File: config.mk
export PLATFORM = sky130hd
export DESIGN_NAME = key_matrix_scan
export DESIGN_NICKNAME = d
export VERILOG_FILES = /design/src/rtl/key_matrix_scan.sv
export SDC_FILE = /design/constraint.sdc
export NUM_CORES = 1
export LEC_CHECK = 0
export ABC_AREA = 0
export CORE_AREA = 4 4 68 95
export CTS_CLUSTER_SIZE = 25
export DETAILED_ROUTE_END_ITERATION = 7
export DIE_AREA = 0 0 72 99
export MAX_ROUTING_LAYER = met4
export SLEW_MARGIN = 20
export SYNTH_ARGS = -nofsm -noshare
export SYNTH_HDL_FRONTEND = slang
export SYNTH_SLANG_ARGS = --single-unit
File: constraint.sdc
create_clock -name clk -period 1.96 [get_ports clk]
set_input_delay 0.392 -clock clk [delete_from_list [all_inputs] [get_ports clk]]
set_output_delay 0.392 -clock clk [all_outputs]
set_load 0.1 [all_outputs]
File: src/rtl/key_matrix_scan.sv
`default_nettype none
// ============================================================================
//  Module   : key_matrix_scan
//  Purpose  : Scans a 4x4 active-low matrix keypad. Debounces press and
//             release on a slow scan tick and reports each press once as a
//             4-bit code {row_idx, col_idx} with a one-cycle strobe.
//  Ports    : clk          system clock
//             rst_n        asynchronous active-low reset
//             col_i[3:0]   keypad columns (pulled up, low = contact)
//             row_o[3:0]   keypad rows, driven low to select
//             key_valid_o  one-cycle strobe, key_code_o holds a new press
//             key_code_o   {row_idx[1:0], col_idx[1:0]}, held until next strobe
//             key_held_o   high from the strobe until the release is debounced
//  Revision : 1.0  initial release
// ============================================================================
module key_matrix_scan #(
  parameter int SCAN_DIV = 50_000,  // clk cycles per scan tick, >= 4
  parameter int DEB_CNT  = 20       // stable ticks needed for press/release
) (
  input  logic       clk,
  input  logic       rst_n,
  input  logic [3:0] col_i,
  output logic [3:0] row_o,
  output logic       key_valid_o,
  output logic [3:0] key_code_o,
  output logic       key_held_o
);

  localparam int DIV_W = $clog2(SCAN_DIV);
  localparam int CNT_W = (DEB_CNT > 1) ? $clog2(DEB_CNT) : 1;
  localparam logic [DIV_W-1:0] DIV_MAX = DIV_W'(SCAN_DIV - 1);
  localparam logic [CNT_W-1:0] CNT_MAX = CNT_W'(DEB_CNT - 1);

  typedef enum logic [2:0] {
    S_IDLE   = 3'd0,
    S_DEB    = 3'd1,
    S_SCAN   = 3'd2,
    S_REPORT = 3'd3,
    S_HOLD   = 3'd4
  } state_t;

  state_t           state_q, state_d;
  logic [3:0]       sync1_q, col_s_q;
  logic [DIV_W-1:0] div_q;
  logic [CNT_W-1:0] deb_cnt_q, deb_cnt_d;
  logic [CNT_W-1:0] rel_cnt_q, rel_cnt_d;
  logic [1:0]       row_idx_q, row_idx_d;
  logic [3:0]       key_code_q, key_code_d;
  logic             key_valid_q, key_held_q;

  logic             tick;
  logic             col_low;
  logic [1:0]       col_idx;

  // Two-flop synchroniser; idles high so reset looks like "no key".
  always_ff @(posedge clk or negedge rst_n) begin
    if (!rst_n) begin
      sync1_q <= 4'hF;
      col_s_q <= 4'hF;
    end else begin
      sync1_q <= col_i;
      col_s_q <= sync1_q;
    end
  end

  // Free-running scan divider.
  always_ff @(posedge clk or negedge rst_n) begin
    if (!rst_n) begin
      div_q <= '0;
    end else if (div_q == DIV_MAX) begin
      div_q <= '0;
    end else begin
      div_q <= div_q + 1'b1;
    end
  end

  assign tick    = (div_q == DIV_MAX);
  assign col_low = (col_s_q != 4'hF);

  // Lowest-index low column wins within the selected row.
  always_comb begin
    col_idx = 2'd0;
    if (!col_s_q[0])      col_idx = 2'd0;
    else if (!col_s_q[1]) col_idx = 2'd1;
    else if (!col_s_q[2]) col_idx = 2'd2;
    else if (!col_s_q[3]) col_idx = 2'd3;
  end

  // Counters stop at CNT_MAX because the transition fires there, so they
  // can never wrap.
  always_comb begin
    state_d    = state_q;
    deb_cnt_d  = deb_cnt_q;
    rel_cnt_d  = rel_cnt_q;
    row_idx_d  = row_idx_q;
    key_code_d = key_code_q;
    case (state_q)
      S_IDLE: begin
        if (tick && col_low) begin
          state_d   = S_DEB;
          deb_cnt_d = '0;
        end
      end
      S_DEB: begin
        if (tick) begin
          if (!col_low) begin
            state_d = S_IDLE;
          end else if (deb_cnt_q == CNT_MAX) begin
            state_d   = S_SCAN;
            row_idx_d = 2'd0;
          end else begin
            deb_cnt_d = deb_cnt_q + 1'b1;
          end
        end
      end
      S_SCAN: begin
        // Each row has been driven for a whole tick when col_s is sampled here.
        if (tick) begin
          if (col_low) begin
            key_code_d = {row_idx_q, col_idx};
            state_d    = S_REPORT;
          end else if (row_idx_q == 2'd3) begin
            state_d = S_IDLE;
          end else begin
            row_idx_d = row_idx_q + 1'b1;
          end
        end
      end
      S_REPORT: begin
        state_d   = S_HOLD;
        rel_cnt_d = '0;
      end
      S_HOLD: begin
        // Any contact, including a second key, restarts release debounce.
        if (tick) begin
          if (col_low) begin
            rel_cnt_d = '0;
          end else if (rel_cnt_q == CNT_MAX) begin
            state_d   = S_IDLE;
            rel_cnt_d = '0;
          end else begin
            rel_cnt_d = rel_cnt_q + 1'b1;
          end
        end
      end
      default: state_d = S_IDLE;
    endcase
  end

  always_ff @(posedge clk or negedge rst_n) begin
    if (!rst_n) begin
      state_q     <= S_IDLE;
      deb_cnt_q   <= '0;
      rel_cnt_q   <= '0;
      row_idx_q   <= 2'd0;
      key_code_q  <= 4'd0;
      key_valid_q <= 1'b0;
      key_held_q  <= 1'b0;
    end else begin
      state_q     <= state_d;
      deb_cnt_q   <= deb_cnt_d;
      rel_cnt_q   <= rel_cnt_d;
      row_idx_q   <= row_idx_d;
      key_code_q  <= key_code_d;
      // Strobe and held flag are aligned with the REPORT cycle.
      key_valid_q <= (state_d == S_REPORT);
      key_held_q  <= (state_d == S_REPORT) || (state_d == S_HOLD);
    end
  end

  // All rows selected except while walking them one at a time.
  assign row_o       = (state_q == S_SCAN) ? ~(4'b0001 << row_idx_q) : 4'b0000;
  assign key_valid_o = key_valid_q;
  assign key_code_o  = key_code_q;
  assign key_held_o  = key_held_q;

endmodule
`default_nettype wire
### After elaboration in Yosys (flattened, before gate mapping)

Index checks and enable logic that the tools add are counted.

| cells by class | value |
|---|---|
| add/sub/neg operators | 4 |
| equal/unequal tests | 20 |
| shift-type cells | 1 |
| muxes and demuxes | 33 |
| bitwise gates (word level) | 1 |
| reduce and logical (&&, ||, !) cells | 10 |

Operators by type and width:

| cell | number |
|---|---|
| 2-to-1 mux 5 bit | 7 |
| 2-to-1 mux 3 bit | 10 |
| 2-to-1 mux 2 bit | 10 |
| one-hot mux 5 bit (2 select lines) | 2 |
| inequality test 2 bit (second input constant) | 9 |
| adder 16 x 1 -> 16 bit (second input constant) | 1 |
| == test 16 bit (second input constant) | 1 |
| 2-to-1 mux 16 bit | 1 |
| one-hot mux 3 bit (5 select lines) | 1 |
| adder 5 x 1 -> 5 bit (second input constant) | 2 |
| == test 5 bit (second input constant) | 2 |
| == test 3 x 2 -> 1 bit (second input constant) | 3 |
| AND reduction 7 bit | 1 |
| == test 3 bit (second input constant) | 2 |
| nonzero test 2 bit | 3 |
| AND reduction 5 bit | 1 |
| 2-to-1 mux 4 bit | 1 |
| inequality test 4 bit (second input constant) | 1 |
| inverter 4 bit | 1 |
| one-hot mux 2 bit (2 select lines) | 1 |
| left shift 1 x 2 -> 4 bit (first input constant) | 1 |
| == test 3 x 1 -> 1 bit (second input constant) | 1 |
| logical NOT 3 bit | 1 |
| AND reduction 3 bit | 1 |
| other kinds (5) | 5 |

| storage, ports and cells | value |
|---|---|
| flip-flop bits (word level) | 45 |
| bits of input ports | 6 |
| output and inout port bits | 10 |
| logic and storage cells | 79 |

### Longest topological paths before layout

Gate-level depths: netlist of the first run.

| depth | value |
|---|---|
| word-level depth | 7 |
| gate-level depth with buffers | 7 |
| depth with buffers taken out | 5 |

### Least setup slack after synthesis of the first run

No wires, ideal clock.

| timing path | value |
|---|---|
| path kind | flip-flop to output port |
| start | reg state_q[0] |
| end | out row_o[0] |
| data arrival time | 2.243 ns |
| required time | 1.568 ns |
| setup slack | -0.675 ns |
| stages on the path, launching flop included | 5 |
| path buffers | 2 |
| path through | dfrtp_1 buf_6 or3b_1 buf_2 nor2_1 |

| between the ends | value |
|---|---|
| longest elaborated chain between the ends | 2 |

RTL lines:

| element | line | text |
|---|---|---|
| start, declared | 42 | `state_t state_q, state_d;` |
| start signal, assigned | 160 | `state_q <= state_d;` |
| == test 3 x 2 -> 1 bit | 172 | `assign row_o = (state_q == S_SCAN) ? ~(4'b0001 << row_idx_q) : 4'b0000;` |
| 2-to-1 mux 4 bit | 172 |  |
| end, declared | 23 | `output logic [3:0] row_o,` |

No other way between the ends.

### Final worst setup path of the first run

| timing path | value |
|---|---|
| start | reg deb_cnt_q[0] |
| end | reg deb_cnt_q[3] |

| between the ends | value |
|---|---|
| longest elaborated chain between the ends | 5 |
| elaborated cells on any way between the ends | 8 |
| those cells by class | 1 x add/sub; 2 x eq/ne; 4 x mux; 1 x reduce/logical |

RTL lines:

| element | line | text |
|---|---|---|
| start, declared | 45 | `logic [CNT_W-1:0] deb_cnt_q, deb_cnt_d;` |
| start signal, assigned | 161 | `deb_cnt_q <= deb_cnt_d;` |
| adder 5 x 1 -> 5 bit | 112 | `deb_cnt_d = deb_cnt_q + 1'b1;` |
| 2-to-1 mux 5 bit | 108 | `end else if (deb_cnt_q == CNT_MAX) begin` |
| 2-to-1 mux 5 bit | 106 | `if (!col_low) begin` |
| 2-to-1 mux 5 bit | 105 | `if (tick) begin` |
| one-hot mux 5 bit (2 select lines) | 97 | `case (state_q)` |

Parallel ways exist; a longest one is shown, timed or not. The select of a mux whose other input is x is not followed.
A chain may end at the register's enable or synchronous reset.

==> results of run 1 <==
power by group:
| part | internal [W] | switching [W] | total, W |
|---|---|---|---|
| clock | 0.000319 | 0.000303 | 0.000622 |
| combinational | 0.0000159 | 0.0000240 | 0.0000399 |
| sequential | 0.000943 | 0.00000494 | 0.000948 |
| total | 0.00128 | 0.000332 | 0.00161 |
logic make-up (layout without fill, tap and decap cells):
family	after synthesis	in the layout	share of synthesized area [%]
fa+ha+maj	7	7	3.94
simple gates	85	85	22.9
compound gates	31	31	10.9
xor+xnor	13	13	5.13
buf+inv	13	44	3.04
flops	45	45	51.2
mux	6	6	2.93
placed cells by master, fill, tap and decap left out, types with 3 or more instances in the layout:
cell type / count
and2_1: 6
ha_1: 7
nor2_1: 13
nand4_1: 7
xor2_1: 9
o31ai_1: 5
a32o_1: 3
o21ai_1: 3
a21oi_1: 5
xnor2_1: 4
buf_4: 22
nand2_1: 11
a31oi_1: 3
nand3_1: 18
dfstp_2: 8
clkdlybuf4s50_1: 4
mux2_1: 3
dfrtp_1: 37
o21ai_0: 4
inv_1: 4
nand2b_1: 4
and4_1: 4
buf_12: 5
nor2_2: 4
clkbuf_8: 7
per-layer routing:
metal	part of all wire, %	vias up	global-route usage (%)
met5	0	-	-
met4	1.8	0	5.50
met3	1.9	6	2.76
met2	53	15	24.2
met1	44	790	16.3
li1	-	781	-
through the flow:
| stage | setup slack [ns] | instances | hold WS [ns] | TNS, ns | instance area [sq um] |
|---|---|---|---|---|---|
| after detailed placement | 0.0269 | 291 | 0.347 | 0 | 2570 |
| after CTS | 0.0308 | 299 | 0.0402 | 0 | 2680 |
| final | 0.0880 | 299 | 0.0338 | 0 | 2690 |
| after global placement | 0.0574 | 291 | 0.345 | 0 | 2570 |
| after global routing | 0.00273 | 299 | 0.0609 | 0 | 2690 |
| after floorplan | -0.221 | 200 | 0.0964 | -0.884 | 2230 |
sequential cells by signal, summed over array words and instances, names as in the netlist:
signal and cells:
key_held_o 1, row_idx_q 2, key_code_o 4, div_q 16, rel_cnt_q 5, state_q 3
col_s_q 4, sync1_q 4, key_valid_o 1, deb_cnt_q 5
critical path, cell delays in order, from the launching register on:
cell	delay, ns
dfrtp_1	0.41
ha_1	0.24
and4bb_2	0.30
a2111o_1	0.44
o31ai_1	0.25
o31ai_1	0.10
how the worst min path moves through the flow:
stage                           from      endpoint  slack (ns)  depth (start not counted)
after floorplan                rst_n  deb_cnt_q[0]         0.1                          0
after detailed placement  sync1_q[2]    col_s_q[2]        0.35                          0
final                          rst_n     div_q[11]        0.03                          1
after global routing           rst_n     div_q[11]        0.06                          1
after CTS                      rst_n     div_q[11]        0.04                          1
after global placement    sync1_q[3]    col_s_q[3]        0.35                          0
layout make-up:
cell class | count | area (sq um) | share of cell area (%)
Sequential cell | 45 | 1140 | 42.3
Timing Repair Buffer | 32 | 310 | 11.6
Clock buffer | 7 | 96.3 | 3.59
Multi-Input combinational cell | 142 | 1040 | 38.7
Clock inverter | 1 | 5.00 | 0.186
Tap cell | 68 | 85.1 | 3.17
Inverter | 4 | 15.0 | 0.559
timing repair:
| item | 4_1_cts | 5_1_grt |
|---|---|---|
| gates resized for setup | 2 | 2 |
| setup endpoints to repair | 5 | 6 |
| pin swaps | 0 | 2 |
==> flow_metrics.env, run 1 <==
export IMPL_clkLatencyLatePin_ns=0.29
export IMPL_r2r_end="deb_cnt_q[3]"
export IMPL_arrival_ns=2.05
export IMPL_synth_most_common_cell="dfrtp_1"
export IMPL_syn_nets=213
export IMPL_cts_made_buffers=5
export IMPL_dp_hpwl_um=3200
export IMPL_cts_root_buf="clkbuf_8"
export IMPL_floorplan_initialDensity_pct=40.2
export IMPL_seq_area_frac_synth_pct=51.2
export IMPL_area_growth_pct=21.0
export IMPL_cts_path_max_buffers=2
export IMPL_drt_iter0_drc=74
export IMPL_path_class="register to register"
export IMPL_status="complete, no violations"
export IMPL_grt_pass1_vias=1724
export IMPL_post_cts_buffers=0
export IMPL_slew_viol_final=0
export IMPL_tightestPinTransition_ns=0.459
export IMPL_synthTopCellsByArea="dfrtp_1 (42%), dfstp_2 (9.5%), nand3_1 (4.3%)"
export IMPL_cts_tree="yes"
export IMPL_wl_per_cell_um=14.5
export IMPL_worst_r2r_setup_slack_ns=0.09
export IMPL_synth_top_cell_area_share_pct=41.7
export IMPL_io_buffers=15
export IMPL_drive_above_1_share_pct=26.0
export IMPL_via_count=1592
export IMPL_path_max_fanout=5
export IMPL_fin_crit_sh_pct=95.5
export IMPL_ys_flop_type="dfrtp_1"
export IMPL_critical_path_endpoint="deb_cnt_q[3]"
export IMPL_grt_usage_pct=14.2
export IMPL_reg2reg_depth=5
export IMPL_grt_remaining_overflow=0
export IMPL_hold_path_class="input pin to asynchronous set/reset pin"
export IMPL_synth_seq_cells=45
export IMPL_place_congestion=0.812
export IMPL_synthArstFlopShare_pct=100
export IMPL_ctsHoldBuffers=0
export IMPL_ant_nets=0
export IMPL_yosys_warnings=0
export IMPL_grt_max_degree=28
export IMPL_min_period_ns=1.87
export IMPL_skew_ns=0.00617
export IMPL_p_leak_nw=1.22
export IMPL_worstPathRequired_ns=2.14
export IMPL_die_h_um=99
export IMPL_vias_per_cell=5.32
export IMPL_utilization_pct=48.6
export IMPL_final_hold_violation_count=0
export IMPL_start_kind="register"
export IMPL_die_width_um=72
export IMPL_synth_common_cells="dfrtp_1 (37), nand3_1 (19), nor2_1 (17)"
export IMPL_antenna_found_initial=0
export IMPL_htreeDepth=2
export IMPL_rsz0062_at_grt="false"
export IMPL_worstSetupStartpoint="deb_cnt_q[0]"
export IMPL_ios=16
export IMPL_wirelength_um=4330
export IMPL_drt_pass1_iterations=4
export IMPL_antenna_cells=0
export IMPL_netlist_top_cell_by_area="dfrtp_1"
export IMPL_synth_edff_count=0
export IMPL_core_area_sq_mm=0.00553
export IMPL_maxCapViolCount=0
export IMPL_power_density_mw_per_mm2=599
export IMPL_syn_inst=200
export IMPL_fp_row_count=32
export IMPL_setup_viol=0
export IMPL_synth_area_sq_mm=0.00222
export IMPL_ir_worst_vdd_uv=401
export IMPL_synth_distinct_cells=48
export IMPL_die_area_sq_mm=0.00713
export IMPL_n_fill_cell=503
export IMPL_finalNetCount=243
export IMPL_cts_sinks=45
export IMPL_slew_headroom_pct=69.4
export IMPL_reg2reg_from="deb_cnt_q[0]"
export IMPL_max_freq_mhz=534
export IMPL_path_clk_slew_ns=0.08
export IMPL_drc_errors=0
export IMPL_syn_avg_cell_area_sq_um=11.1
export IMPL_cp_end_kind="register"
export IMPL_grt_first_pass_wirelength_um=7860
export IMPL_finalPower_w=0.00161
(Power assumes the default switching activity.)
==> inputs of run 2 (changes only) <==
Settings changed: PLACE_DENSITY set to 0.6, REMOVE_ABC_BUFFERS set to 1.
==> run 2 against run 1 <==
  * Hold slack worse by 0.021 ns
  * Wire length down 2.1%
  * Highest routed layer unchanged
  * Count of clock-buffer cells in the layout down 1
  * Register-to-register slack about the same
  * Critical path depth unchanged
==> flow_metrics.env, run 2 (synthesis results as in run 1) <==
export IMPL_status="complete, no violations"
export IMPL_cp_end_kind="register"
export IMPL_rsz0062_at_grt="true"
export IMPL_power_density_mw_per_mm2=594
export IMPL_slew_headroom_pct=65.9
export IMPL_hold_path_class="input pin to asynchronous set/reset pin"
export IMPL_ant_nets=0
export IMPL_cts_tree="yes"
export IMPL_crit_chain="ha_1 > and4bb_2 > a2111o_1 > o31ai_1 > o31ai_1"
export IMPL_via_count=1581
export IMPL_wirelength_um=4240
export IMPL_stdcell_area_sq_mm=0.00266
export IMPL_seq_area_sq_mm=0.00114
export IMPL_cts_path_max_buffers=2
export IMPL_p_leak_nw=1.20
export IMPL_grt_usage_pct=13.3
export IMPL_drt_iter0_drc=37
export IMPL_worstPathRequired_ns=2.12
export IMPL_crit_slowest_cell="a2111o_1"
export IMPL_place_congestion=0.797
export IMPL_cts_sinks=45
export IMPL_fp_row_count=32
export IMPL_final_hold_violation_count=0
export IMPL_path_max_fanout=5
export IMPL_arrival_ns=2.05
export IMPL_vias_per_cell=5.34
export IMPL_grt_max_degree=20
export IMPL_largestRegisters="div_q x16, deb_cnt_q x5, rel_cnt_q x5"
export IMPL_setup_viol=0
export IMPL_largest_register="div_q"
export IMPL_antenna_found_initial=0
export IMPL_slew_viol_final=0
export IMPL_final_cells=296
export IMPL_ctsHoldBuffers=0
export IMPL_drt_pass1_iterations=5
export IMPL_ios=16
export IMPL_clkLatencyLatePin_ns=0.29
export IMPL_cts_root_buf="clkbuf_8"
export IMPL_dp_hpwl_um=3030
export IMPL_slowest_delay_ns=0.44
export IMPL_die_h_um=99
export IMPL_cts_made_buffers=5
export IMPL_io_buffers=15
export IMPL_multi_input_area_sq_mm=0.00104
export IMPL_path_clk_slew_ns=0.08
export IMPL_placed_cell_area_sq_mm=0.00253
export IMPL_n_fill_cell=502
export IMPL_skew_ns=0.00797
export IMPL_min_period_ns=1.89
export IMPL_path_common_cell="o31ai_1"
export IMPL_dp_cells=287
export IMPL_final_cell_mix="dfrtp_1 (37), buf_4 (19), nand3_1 (18)"
export IMPL_grt_first_pass_wirelength_um=7290
export IMPL_grt_remaining_overflow=0
export IMPL_antenna_cells=0
export IMPL_finalNetCount=240
export IMPL_die_width_um=72
export IMPL_drive_above_1_share_pct=25.0
export IMPL_wl_per_cell_um=14.3
export IMPL_area_growth_pct=19.6
export IMPL_largest_reg_flops=16
export IMPL_drc_errors=0
export IMPL_htreeDepth=2
export IMPL_setup_slack_ns=0.0743
export IMPL_floorplan_initialDensity_pct=40.2
export IMPL_layout_commonest_cell="dfrtp_1"
export IMPL_tightestPinTransition_ns=0.510
export IMPL_max_freq_mhz=530
export IMPL_die_area_sq_mm=0.00713
export IMPL_start_kind="register"
export IMPL_fin_crit_sh_pct=96.2
export IMPL_path_class="register to register"
export IMPL_ir_worst_vdd_uv=430
export IMPL_grt_pass1_vias=1616
export IMPL_pre_cts_slack_ns=0.0432
export IMPL_maxCapViolCount=0
export IMPL_core_area_sq_mm=0.00553
[run 2: power breakdown]
| part | switching [W] | internal (W) | total (W) |
|---|---|---|---|
| sequential | 0.00000452 | 0.000943 | 0.000947 |
| combinational | 0.0000255 | 0.0000152 | 0.0000407 |
| clock | 0.000304 | 0.000286 | 0.000590 |
| total | 0.000334 | 0.00124 | 0.00158 |
[run 2: metrics by stage]
step	hold slack (ns)	utilization, %	power (W)	setup TNS, ns
floorplan	0.0964	-	0.000972	-2.80
global placement	0.346	45.9	0.00101	0
detailed placement	0.345	45.9	0.00101	0
CTS	0.0172	47.7	0.00161	-0.0774
global route	0.0312	48.1	0.00166	-0.0231
finish	0.0129	48.1	0.00158	0
[run 2: worst paths after layout]
| path | startpoint | endpoint | slack, ns | depth (start not counted) |
|---|---|---|---|---|
| setup / recovery | deb_cnt_q[0] | deb_cnt_q[3] | 0.07 | 5 |
| hold / removal | rst_n | div_q[9] | 0.01 | 1 |
| setup reg to reg | deb_cnt_q[0] | deb_cnt_q[3] | 0.07 | 5 |
| hold reg to reg | sync1_q[3] | col_s_q[3] | 0.35 | 0 |
| max in group asynchronous | rst_n | sync1_q[1] | 1.32 | 2 |
| min in group clk | sync1_q[3] | col_s_q[3] | 0.35 | 0 |
[run 2: layer usage]
metal	share of wire, %	GRT usage, %	vias to the layer above
li1	-	-	776
met1	44	15.1	782
met2	53	22.5	19
met3	2.3	2.45	4
met4	1.1	5.50	0
met5	0	-	-
[run 2: what timing repair did]
item | CTS | global route
gates cloned | 0 | 0
buffers inserted | 0 | 1
pin swaps | 0 | 2
resized for setup | 1 | 6
endpoints found under the setup margin | 5 | 12
[run 2: critical path, delay by kind of cell, from the launching register on]
| kind | cells | cell delay [ns] |
|---|---|---|
| flip-flops | 1 | 0.41 |
| adder cells (fa/ha/maj) | 1 | 0.25 |
| AND/OR/NAND/NOR | 1 | 0.30 |
| AO/OA/AOI/OAI | 3 | 0.81 |
[run 2: area by class of cell]
| cell class | instances | area share (%) |
|---|---|---|
| clock buffers | 6 | 3.11 |
| multi-input cells | 142 | 39.0 |
| repair buffers | 29 | 10.8 |
| flip-flops and latches | 45 | 42.8 |
| clock inverters | 2 | 0.518 |
| well taps | 68 | 3.20 |
| inverters | 4 | 0.565 |
==> inputs of run 3 (changes only) <==
Settings changed: CORE_AREA 4 4 68 95 to 8 8 72 99, DIE_AREA 0 0 72 99 to 0 0 80 107.
==> run 3 against run 2 <==
  * Power decreased by 1.5%
  * Worst setup slack got worse by 0.044 ns
  * Die area increased by 20%
  * Design area increased by 0.24%
  * Fmax decreased by 2.3%
  * Largest power group unchanged
==> flow_metrics.env, run 3 (synthesis results as in run 1) <==
export IMPL_path_max_fanout=5
export IMPL_area_growth_pct=19.9
export IMPL_n_fill_cell=524
export IMPL_grt_max_degree=46
export IMPL_p_leak_nw=1.20
export IMPL_antenna_cells=0
export IMPL_hold_path_class="input pin to asynchronous set/reset pin"
export IMPL_cts_tree="yes"
export IMPL_status="complete, no violations"
export IMPL_io_buffers=15
export IMPL_path_common_cell="o31ai_1"
export IMPL_crit_slowest_cell="a2111o_1"
export IMPL_grt_remaining_overflow=0
export IMPL_drt_iter0_drc=50
export IMPL_die_width_um=80
export IMPL_skew_ns=0.00855
export IMPL_min_period_ns=1.93
export IMPL_slew_headroom_pct=62.0
export IMPL_maxCapViolCount=0
export IMPL_die_area_sq_mm=0.00856
export IMPL_slowest_delay_ns=0.50
export IMPL_place_congestion=0.793
export IMPL_fin_setup_tns_ns=0
export IMPL_largest_reg_flops=16
export IMPL_antenna_found_initial=0
export IMPL_worstPathRequired_ns=2.14
export IMPL_dp_hpwl_um=3010
export IMPL_slew_viol_final=0
export IMPL_die_h_um=107
export IMPL_floorplan_initialDensity_pct=39.0
export IMPL_drt_pass1_iterations=4
export IMPL_cts_made_buffers=5
export IMPL_wirelength_um=4230
export IMPL_largestRegisters="div_q x16, deb_cnt_q x5, rel_cnt_q x5"
export IMPL_htreeDepth=2
export IMPL_drc_errors=0
export IMPL_path_clk_slew_ns=0.08
export IMPL_cts_root_buf="clkbuf_8"
export IMPL_fin_crit_sh_pct=98.5
export IMPL_fp_row_count=33
export IMPL_cp_end_kind="register"
export IMPL_dp_cells=290
export IMPL_critPathBufInv=0
export IMPL_critPathTopFamily="compound AO/OA/AOI/OAI gates"
export IMPL_start_kind="register"
export IMPL_hold_ws_ns=0.162
export IMPL_wl_per_cell_um=14.2
export IMPL_final_hold_violation_count=0
export IMPL_tightestPinTransition_ns=0.570
export IMPL_final_cell_mix="dfrtp_1 (37), buf_4 (19), nand3_1 (18)"
export IMPL_ir_worst_vdd_uv=439
export IMPL_setup_viol=0
export IMPL_clkLatencyLatePin_ns=0.30
export IMPL_ios=16
export IMPL_layout_commonest_cell="dfrtp_1"
export IMPL_arrival_ns=2.11
export IMPL_finalNetCount=240
export IMPL_grt_pass1_vias=1639
export IMPL_grt_usage_pct=11.0
export IMPL_cts_path_max_buffers=2
export IMPL_core_area_sq_mm=0.00570
export IMPL_path_class="register to register"
export IMPL_ant_nets=0
export IMPL_via_count=1590
export IMPL_drive_above_1_share_pct=25.4
export IMPL_largest_register="div_q"
export IMPL_rsz0062_at_grt="true"
export IMPL_grt_first_pass_wirelength_um=7380
export IMPL_crit_chain="ha_1 > and4bb_2 > a2111o_1 > o31ai_1 > o31ai_1"
export IMPL_final_cells=298
export IMPL_max_freq_mhz=518
export IMPL_power_density_mw_per_mm2=584
export IMPL_vias_per_cell=5.34
export IMPL_cts_sinks=45
export IMPL_ctsHoldBuffers=0
[run 3: where the power goes]
| part | leakage (nW) | total [W] | switching, W | internal (W) |
|---|---|---|---|---|
| clock | 0.0439 | 0.000569 | 0.000322 | 0.000246 |
| sequential | 0.587 | 0.000947 | 0.00000467 | 0.000943 |
| combinational | 0.565 | 0.0000375 | 0.0000243 | 0.0000133 |
| total | 1.20 | 0.00155 | 0.000351 | 0.00120 |
[run 3: layout make-up]
type | instances | area (sq um) | area share, %
timing repair buffer | 29 | 288 | 10.8
sequential | 45 | 1140 | 42.7
inverter | 4 | 15.0 | 0.564
clock buffer | 5 | 68.8 | 2.58
clock inverter | 3 | 17.5 | 0.658
tap | 70 | 87.6 | 3.29
multi-input combinational | 142 | 1050 | 39.4
[run 3: worst register-to-register path, delay by kind of cell, from the launching register on]
| kind | cells | cell delay (ns) |
|---|---|---|
| adders and majority gates | 1 | 0.25 |
| AOI/OAI and AO/OA | 3 | 0.85 |
| and+or+nand+nor | 1 | 0.30 |
| DFF | 1 | 0.42 |
[run 3: path summary, 6_finish.rpt]
check / slack [ns] / cells past startpoint / start / endpoint
hold reg to reg: 0.36 / 0 / sync1_q[0] / col_s_q[0]
setup / recovery: 0.03 / 5 / deb_cnt_q[0] / deb_cnt_q[3]
max in group asynchronous: 1.40 / 2 / rst_n / div_q[1]
min in group clk: 0.36 / 0 / sync1_q[0] / col_s_q[0]
hold / removal: 0.16 / 2 / rst_n / div_q[10]
setup reg to reg: 0.03 / 5 / deb_cnt_q[0] / deb_cnt_q[3]
[run 3: routing by layer]
layer | track usage, % | share of wire (%)
met5 | - | 0
met4 | 5.61 | 1.8
met3 | 2.51 | 2.3
met2 | 18.1 | 51
met1 | 12.1 | 45
[run 3: per-stage QoR]
| stage | total power, W | cell area [sq um] | util [%] | worst slack, ns |
|---|---|---|---|---|
| after floorplan | 0.000972 | 2170 | - | -0.634 |
| after global placement | 0.00100 | 2540 | 44.6 | 0.104 |
| after detailed placement | 0.00100 | 2540 | 44.6 | 0.0568 |
| after CTS | 0.00158 | 2640 | 46.4 | 0.0425 |
| after global routing | 0.00162 | 2660 | 46.7 | -0.0220 |
| final | 0.00155 | 2660 | 46.7 | 0.0302 |
[run 3: what timing repair did]
action / CTS / global route
gates resized for setup: 5 / 4
setup buffers: 0 / 0
setup endpoints to repair: 4 / 4
